## config.mk

```make
export PLATFORM = sky130hd
export DESIGN_NAME = fifo_arbiter_flat
export DESIGN_NICKNAME = d
export VERILOG_FILES = /design/src/rtl/fifo_arbiter_if.sv /design/src/rtl/fifo_arbiter.sv /design/src/flat_wrapper.sv
export SDC_FILE = /design/constraint.sdc
export NUM_CORES = 1
export LEC_CHECK = 0
export BUFFER_PORTS_ARGS = -buffer_cell sky130_fd_sc_hd__buf_2
export CAP_MARGIN = 5
export CORE_MARGIN = 3
export CORE_UTILIZATION = 35
export DETAILED_ROUTE_END_ITERATION = 8
export GPL_ROUTABILITY_DRIVEN = 0
export GPL_TIMING_DRIVEN = 0
export PLACE_DENSITY = 0.79
export SLEW_MARGIN = 20
export SYNTH_ARGS = -nofsm -noshare
export SYNTH_HDL_FRONTEND = slang
export SYNTH_SLANG_ARGS = --single-unit
```

## constraint.sdc

```tcl
create_clock -name clk -period 2.8 [get_ports clk]
set_input_delay 0.42 -clock clk [delete_from_list [all_inputs] [get_ports clk]]
set_output_delay 0.42 -clock clk [all_outputs]
set_load 0.05 [all_outputs]
```

## src/rtl/fifo_arbiter_if.sv

```systemverilog
// Bundle between the requesters, the arbiter and the downstream FIFO write port.
// Handshake: a beat moves on a rising edge where val and rdy are both high; val
// may not depend on rdy, and data/last are only meaningful while val is high.
interface fifo_arbiter_if #(
    parameter int WIDTH   = 8,
    parameter int NUM_REQ = 4
);
    localparam int ID_WIDTH = $clog2(NUM_REQ);

    logic [NUM_REQ*WIDTH-1:0] req_data;
    logic [NUM_REQ-1:0]       req_val;
    logic [NUM_REQ-1:0]       req_last;
    logic [NUM_REQ-1:0]       req_rdy;
    logic [WIDTH-1:0]         data_out;
    logic [ID_WIDTH-1:0]      data_out_id;
    logic                     data_out_last;
    logic                     data_out_val;
    logic                     data_out_rdy;

    // Arbiter side.
    modport slave (
        input  req_data, req_val, req_last, data_out_rdy,
        output req_rdy, data_out, data_out_id, data_out_last, data_out_val
    );

    // Requesters plus FIFO side.
    modport master (
        output req_data, req_val, req_last, data_out_rdy,
        input  req_rdy, data_out, data_out_id, data_out_last, data_out_val
    );
endinterface

```

## src/rtl/fifo_arbiter.sv

```systemverilog
// Packet-aware round-robin arbiter sharing one FIFO write port among NUM_REQ
// requesters; a grant is held until the owner's last beat is accepted.
module fifo_arbiter #(
    parameter int  WIDTH    = 8,
    parameter int  NUM_REQ  = 4,
    localparam int ID_WIDTH = $clog2(NUM_REQ)
) (
    input  logic                clk,
    input  logic                reset,
    fifo_arbiter_if.slave       bus,
    output logic                dbg_state_o,
    output logic [ID_WIDTH-1:0] dbg_grant_o,
    output logic [ID_WIDTH-1:0] dbg_ptr_o
);

    typedef enum logic {IDLE = 1'b0, BUSY = 1'b1} state_t;

    state_t              state_q;
    logic [ID_WIDTH-1:0] grant_q;
    logic [ID_WIDTH-1:0] ptr_q;
    logic [ID_WIDTH-1:0] ptr_d;

    logic                busy;
    logic                beat_fire;
    logic                pkt_done;
    logic [NUM_REQ-1:0]  rearb_vec;
    logic                any_idle;
    logic                any_rearb;
    logic [ID_WIDTH-1:0] win_idle;
    logic [ID_WIDTH-1:0] win_rearb;

    // Returns {found, index}: first set bit of vec at or after start, wrapping
    // explicitly modulo NUM_REQ so non-power-of-2 counts never alias.
    function automatic logic [ID_WIDTH:0] rr_pick(input logic [NUM_REQ-1:0]  vec,
                                                  input logic [ID_WIDTH-1:0] start);
        logic                found;
        logic [ID_WIDTH-1:0] idx;
        logic [ID_WIDTH-1:0] cand;
        int                  pos;
        found = 1'b0;
        idx   = start;
        for (int i = 0; i < NUM_REQ; i++) begin
            pos  = (int'(start) + i) % NUM_REQ;
            cand = ID_WIDTH'(pos);
            if (!found && vec[cand]) begin
                found = 1'b1;
                idx   = cand;
            end
        end
        return {found, idx};
    endfunction

    always_comb begin
        busy      = (state_q == BUSY);
        beat_fire = busy && bus.req_val[grant_q] && bus.data_out_rdy;
        pkt_done  = beat_fire && bus.req_last[grant_q];
        ptr_d     = (grant_q == ID_WIDTH'(NUM_REQ - 1)) ? '0 : grant_q + 1'b1;
        // The finishing requester is excluded so a sole requester takes the IDLE detour.
        rearb_vec = bus.req_val & ~(NUM_REQ'(1) << grant_q);
        {any_idle, win_idle}   = rr_pick(bus.req_val, ptr_q);
        {any_rearb, win_rearb} = rr_pick(rearb_vec, ptr_d);
    end

    always_comb begin
        bus.data_out      = bus.req_data[grant_q*WIDTH +: WIDTH];
        bus.data_out_last = bus.req_last[grant_q];
        bus.data_out_val  = busy && bus.req_val[grant_q];
        bus.data_out_id   = grant_q;
        bus.req_rdy       = '0;
        if (busy) begin
            bus.req_rdy[grant_q] = bus.data_out_rdy;
        end
    end

    always_ff @(posedge clk) begin
        if (reset) begin
            state_q <= IDLE;
            grant_q <= '0;
            ptr_q   <= '0;
        end else begin
            case (state_q)
                IDLE: begin
                    if (any_idle) begin
                        grant_q <= win_idle;
                        state_q <= BUSY;
                    end
                end
                BUSY: begin
                    if (pkt_done) begin
                        ptr_q <= ptr_d;
                        if (any_rearb) begin
                            grant_q <= win_rearb;
                        end else begin
                            state_q <= IDLE;
                        end
                    end
                end
                default: state_q <= IDLE;
            endcase
        end
    end

    assign dbg_state_o = state_q;
    assign dbg_grant_o = grant_q;
    assign dbg_ptr_o   = ptr_q;

endmodule

```

## src/flat_wrapper.sv

```systemverilog
// flat-port wrapper written by rule: the top's interface ports become plain ports
module fifo_arbiter_flat 
#(
    parameter int  WIDTH    = 8,
    parameter int  NUM_REQ  = 4,
    localparam int ID_WIDTH = $clog2(NUM_REQ)
)
  (clk, reset, dbg_state_o, dbg_grant_o, dbg_ptr_o, bus_req_data, bus_req_val, bus_req_last, bus_data_out_rdy, bus_req_rdy, bus_data_out, bus_data_out_id, bus_data_out_last, bus_data_out_val);
  fifo_arbiter_if #(.WIDTH(WIDTH), .NUM_REQ(NUM_REQ)) bus_i ();
  input  logic clk;
  input  logic reset;
  output logic dbg_state_o;
  output logic [ID_WIDTH-1:0] dbg_grant_o;
  output logic [ID_WIDTH-1:0] dbg_ptr_o;
  input wire logic [$bits(bus_i.req_data)-1:0] bus_req_data;
  input wire logic [$bits(bus_i.req_val)-1:0] bus_req_val;
  input wire logic [$bits(bus_i.req_last)-1:0] bus_req_last;
  input wire logic [$bits(bus_i.data_out_rdy)-1:0] bus_data_out_rdy;
  output wire logic [$bits(bus_i.req_rdy)-1:0] bus_req_rdy;
  output wire logic [$bits(bus_i.data_out)-1:0] bus_data_out;
  output wire logic [$bits(bus_i.data_out_id)-1:0] bus_data_out_id;
  output wire logic [$bits(bus_i.data_out_last)-1:0] bus_data_out_last;
  output wire logic [$bits(bus_i.data_out_val)-1:0] bus_data_out_val;
  assign bus_i.req_data = bus_req_data;
  assign bus_i.req_val = bus_req_val;
  assign bus_i.req_last = bus_req_last;
  assign bus_i.data_out_rdy = bus_data_out_rdy;
  assign bus_req_rdy = bus_i.req_rdy;
  assign bus_data_out = bus_i.data_out;
  assign bus_data_out_id = bus_i.data_out_id;
  assign bus_data_out_last = bus_i.data_out_last;
  assign bus_data_out_val = bus_i.data_out_val;
  fifo_arbiter #(.WIDTH(WIDTH), .NUM_REQ(NUM_REQ)) u_core (.clk(clk), .reset(reset), .bus(bus_i), .dbg_state_o(dbg_state_o), .dbg_grant_o(dbg_grant_o), .dbg_ptr_o(dbg_ptr_o));
endmodule
```

---- Word-level counts from Yosys, hierarchy flattened ----
Index checks and enable logic that the tools add are counted.
storage, ports and cells
  bits in latches ......................... 0
  register bits after elaboration ......... 5
  bits of input ports ..................... 43
  RAM bits ................................ 0
  memories ................................ 0
  ROM bits ................................ 0
  logic and storage cells ................. 94
operators by class
  divide/modulo/power cells ............... 0
  muxes and demuxes ....................... 46
  magnitude comparators ................... 10
  add/subtract/negate cells ............... 7
  equality and inequality tests ........... 4
  multiply operators ...................... 0
  reduce and logical (&&, ||, !) cells .... 18
  bitwise logic cells ..................... 4
  shift-type cells ........................ 2
operators with widths
  operator             number
  $shiftx 32x6->8      1
  $lt 2x3->1 const B   9
  $mux 1               22
  $bmux 1 s2           10
  $mux 2               10
  $logic_and 1x1->1    10
  $add 2x2->2 const B  4
  $and 4x4->4          2
  $add 2x1->2 const B  3
  $logic_not 1->1      6
  $mux 4               1
  $ne 2x2->1 const B   2
  $not 4->4            1
  $pmux 2 s2           1
  $shl 1x2->4 const A  1
  $reduce_and 3->1     1
  $demux 1 s2          1
  $eq 2x2->1 const B   1
  $ge 2x1->1 const B   1
  $ne 2x1->1 const B   1
  $pmux 1 s2           1
  $reduce_and 2->1     1
  $not 1->1            1

---- Longest topological paths before layout ----
  depth after elaboration ................. 18
  mapped depth ............................ 9
  depth with buffers taken out ............ 7

---- Worst setup path after synthesis ----
No wires, ideal clock.
  kind .................................... reg-to-reg
  start ................................... register u_core.grant_q[1] (netlist: u_core.bus.data_out_id[1])
  end ..................................... register u_core.grant_q[0] (netlist: u_core.bus.data_out_id[0])
  data required time ...................... 2673 ps
  path slack .............................. 272 ps
  period minus slack after synthesis ...... 2528 ps
  data arrival time ....................... 2401 ps
  stages on the path, launching flop included .. 9
  cells stage by stage .................... dfxtp_1 -> buf_1 -> inv_1 -> ha_1 -> nor2b_1 -> o211ai_1 -> a2111o_1 -> o211ai_1 -> a31oi_1
between the ends
  longest elaborated chain between the ends .. 18
  elaborated cells between the ends (all ways) .. 43
  classes of those cells .................. 4 x add/sub; 3 x eq/ne; 1 x shift; 23 x mux; 2 x bitwise; 10 x reduce/logical
ends and longest elaborated chain
  what                                                  line                text
  from (decl)                                           fifo_arbiter.sv:19  logic [ID_WIDTH-1:0] grant_q;
  from (signal assigned)                                fifo_arbiter.sv:84  grant_q <= win_idle;
  from (signal assigned)                                fifo_arbiter.sv:92  grant_q <= win_rearb;
  branches (longest 18 deep; another with $add 2x1->2)  n/a
Several ways; the timed one is not identified. The select of a mux whose other input is x is not followed.
A chain may end at the register's enable or synchronous reset.

---- Worst setup path after layout ----
Ends and elaborated chain as after synthesis.

==> out/results.txt <==
Synth cell types - 43
Die Height - 56.9 um
Critical path destination - u_core.bus.data_out_id[0]
Vias per cell - 5.93
Final Net Count - 214
Sequential area share after synthesis - 11.0%
Primary FF master, synth - dfxtp_1
Num ports - 64
Worst Path Arrival - 2.55 ns
Worst hold slack - 0.391 ns
Final slew viol count - 0
Most frequent cells in the layout - 64 x buf_2, 9 x mux4_2, 7 x nor2_1, 7 x nand2b_1
# setup viols final - 0
Largest net degree at the start of global routing - 11
Setup TNS - 0 ns
Mapped Nets - 147
Area Overhead vs Synth - 41.2%
Clk sinks - 5
Design internal power - 0.000295 W
CP max stage delay - 0.44 ns
Average size of a mapped cell - 9.08 um2
Logic gate share of total power - 72.5%
Status - finished clean
Sw Share - 54.0%
Ant. Diodes - 0
Critical path startpoint - u_core.bus.data_out_id[1]
Fmax - 411 MHz
CTS tree - yes
Core Region - 2340 um2
Pwr/cell area - 500 nW/um2
Slew margin rel. - 69.4%
Hold WC Path Type - input port to register
Clk buf depth - 2
Psw - 0.000346 W
Layout cells sized above 1 - 52.4%
Cell taking the most area after synthesis - mux4_2
Max-Cap Viols - 0
Tot GR Track Use - 17.7%
Clock latency on the worst-skew pair - 0.25 ns
CP delay by family, top - compound AO/OA/AOI/OAI gates
CP max-delay cell - dfxtp_1
Final-report hold violation count - 0
Post-Route Skew - 0.000618 ns
Top cell type's share of synthesized area - 22.3%
Initial antenna violation count - 0
R2r startpoint - u_core.bus.data_out_id[1]
Reg2reg end - u_core.bus.data_out_id[0]
FP Rows - 17
Endpoint class of the critical path - register
Crit Path Max Fanout - 10
Crit path cell chain - clkbuf_2 -> inv_1 -> ha_1 -> nor2b_1 -> o211ai_1 -> a2111o_1 -> o211ai_1 -> a31oi_1
Port bufs - 62
Die Footprint - 3240 um2
Clock slew at reported path FFs - 0.05 ns
H-tree depth - 1
Least-Margin Pin Slew - 0.455 ns
#FFs+latches synth - 5
Min Tclk post-route - 2.43 ns
Worst Setup Start Kind - register
Mapped Cells - 100
Remaining Overflow, GRT - 0
WP depth - 8
CP most frequent cell - o211ai_1
Reg power frac - 13.9%
RSZ-0062 raised after global routing - false
Residual DRC - 0
Wire length per cell - 15.1 um
Drt pass-1 iters - 4
Clk root buf - clkbuf_4
Starting Density - 38.8%
First-pass GRT wire length - 4740 um
Vias - 1,150
Bufs and invs on worst path - 2
Total Wirelength - 2930 um
Post-synth EDFFs - 0
Worst EP required - 2.92 ns
Worst reg-to-reg setup slack - 0.37 ns
Synth top area cells - mux4_2 22%, dfxtp_1 11%, ha_1 5.5%, nand2b_1 4.8%, nor2b_1 4.1%
Clock power frac - 13.6%
Synth Warn # - 0
HPWL Detailed - 2390 um
TritonCTS Buffers - 3
Die width - 56.9 um
Final Cycle Share - 86.8%
Lkg Pwr - 0.615 nW
Critical path class - register to register
VDD IR max - 0.000469 V
Routed Antenna Nets - 0
Synth Cell Area - 908 um2
Vias in the first global route - 1,091
Fraction of registers with async set/reset - 0%
1st-iter DRT viols - 29
R2R depth - 8
Most common cell after layout, fill and taps aside - buf_2
stage by stage:
step	instances	util (%)	area (um2)	worst slack (ns)	total power, W
floorplan	100	-	908	0.272	0.000448
detailed placement	190	53.6	1250	0.194	0.000555
finish	194	54.8	1280	0.369	0.000642
global route	194	54.8	1280	0.199	0.000682
CTS	194	54.8	1280	0.182	0.000645
global placement	190	53.6	1250	0.298	0.000546
worst min-delay path by stage:
stage / slack, ns / from / end / depth (start not counted)
6_report: 0.39 / reset / u_core.bus.data_out_id[1] / 2
5_1_grt: 0.39 / reset / u_core.bus.data_out_id[1] / 2
4_1_cts: 0.38 / reset / u_core.bus.data_out_id[1] / 2
3_5_place_dp: 0.57 / u_core.dbg_ptr_o[0] / u_core.dbg_ptr_o[0] / 2
3_3_place_gp: 0.55 / u_core.dbg_ptr_o[0] / u_core.dbg_ptr_o[0] / 2
2_1_floorplan: 0.49 / reset / u_core.bus.data_out_id[1] / 1
per-layer routing:
layer | GRT usage (%) | wire (um)
met1 | 20.5 | 1080
met2 | 32.6 | 1440
met3 | 2.94 | 360
met4 | 6.29 | 44
met5 | 0 | 0
registers in the layout (all words and copies together), names as in the netlist:
name	count
u_core.dbg_ptr_o	2
u_core.bus.data_out_id	2
u_core.dbg_state_o	1
worst register-to-register path: cells and delay by family (launching register included):
kind                       cells  cell delay [ns]
DFF                            1             0.44
AOI/OAI and AO/OA              4             0.85
and+or+nand+nor                1             0.38
buffers and inverters          2             0.40
adders and majority gates      1             0.24
logic make-up after synthesis:
family                   Yosys count  share of synthesized area [%]
AO/OA/AOI/OAI                     28                           24.8
buffers and inverters             14                           7.71
adder cells (fa/ha/maj)            4                           5.51
flip-flops                         5                           11.0
multiplexers                      11                           26.3
AND/OR/NAND/NOR                   38                           24.7
synthesized netlist by cell type, types with 3 or more instances:
cell type  number
o211ai_1        3
and3_1          4
nand2b_1        7
inv_1           4
clkbuf_1        4
a21oi_1         6
mux4_2          9
nor2b_1         6
ha_1            4
dfxtp_1         5
nor2_1          7
a31oi_1         4
area by class of cell:
class	count	area (um2)
Buffer	10	56.3
Clock buffer	3	22.5
Clock inverter	1	5.00
Fill cell	224	1060
Inverter	4	15.0
Multi-Input combinational cell	81	738
Sequential cell	5	100
Tap cell	28	35.0
Timing Repair Buffer	62	310
power groups by stage:
stage / registers (W) / logic [W] / clock network, W
after floorplan: 0.000111 / 0.000336 / 0
after global routing: 0.0000916 / 0.000496 / 0.0000944
after global placement: 0.0000896 / 0.000456 / 0
after detailed placement: 0.0000907 / 0.000464 / 0
final: 0.0000893 / 0.000465 / 0.0000873
after CTS: 0.0000893 / 0.000465 / 0.0000905
timing repair:
item	CTS	global route
gates resized for setup	0	1
endpoints found under the setup margin	0	2
buffers inserted	0	0
hold buffers	0	0
Power figures use the tool's default switching activity.
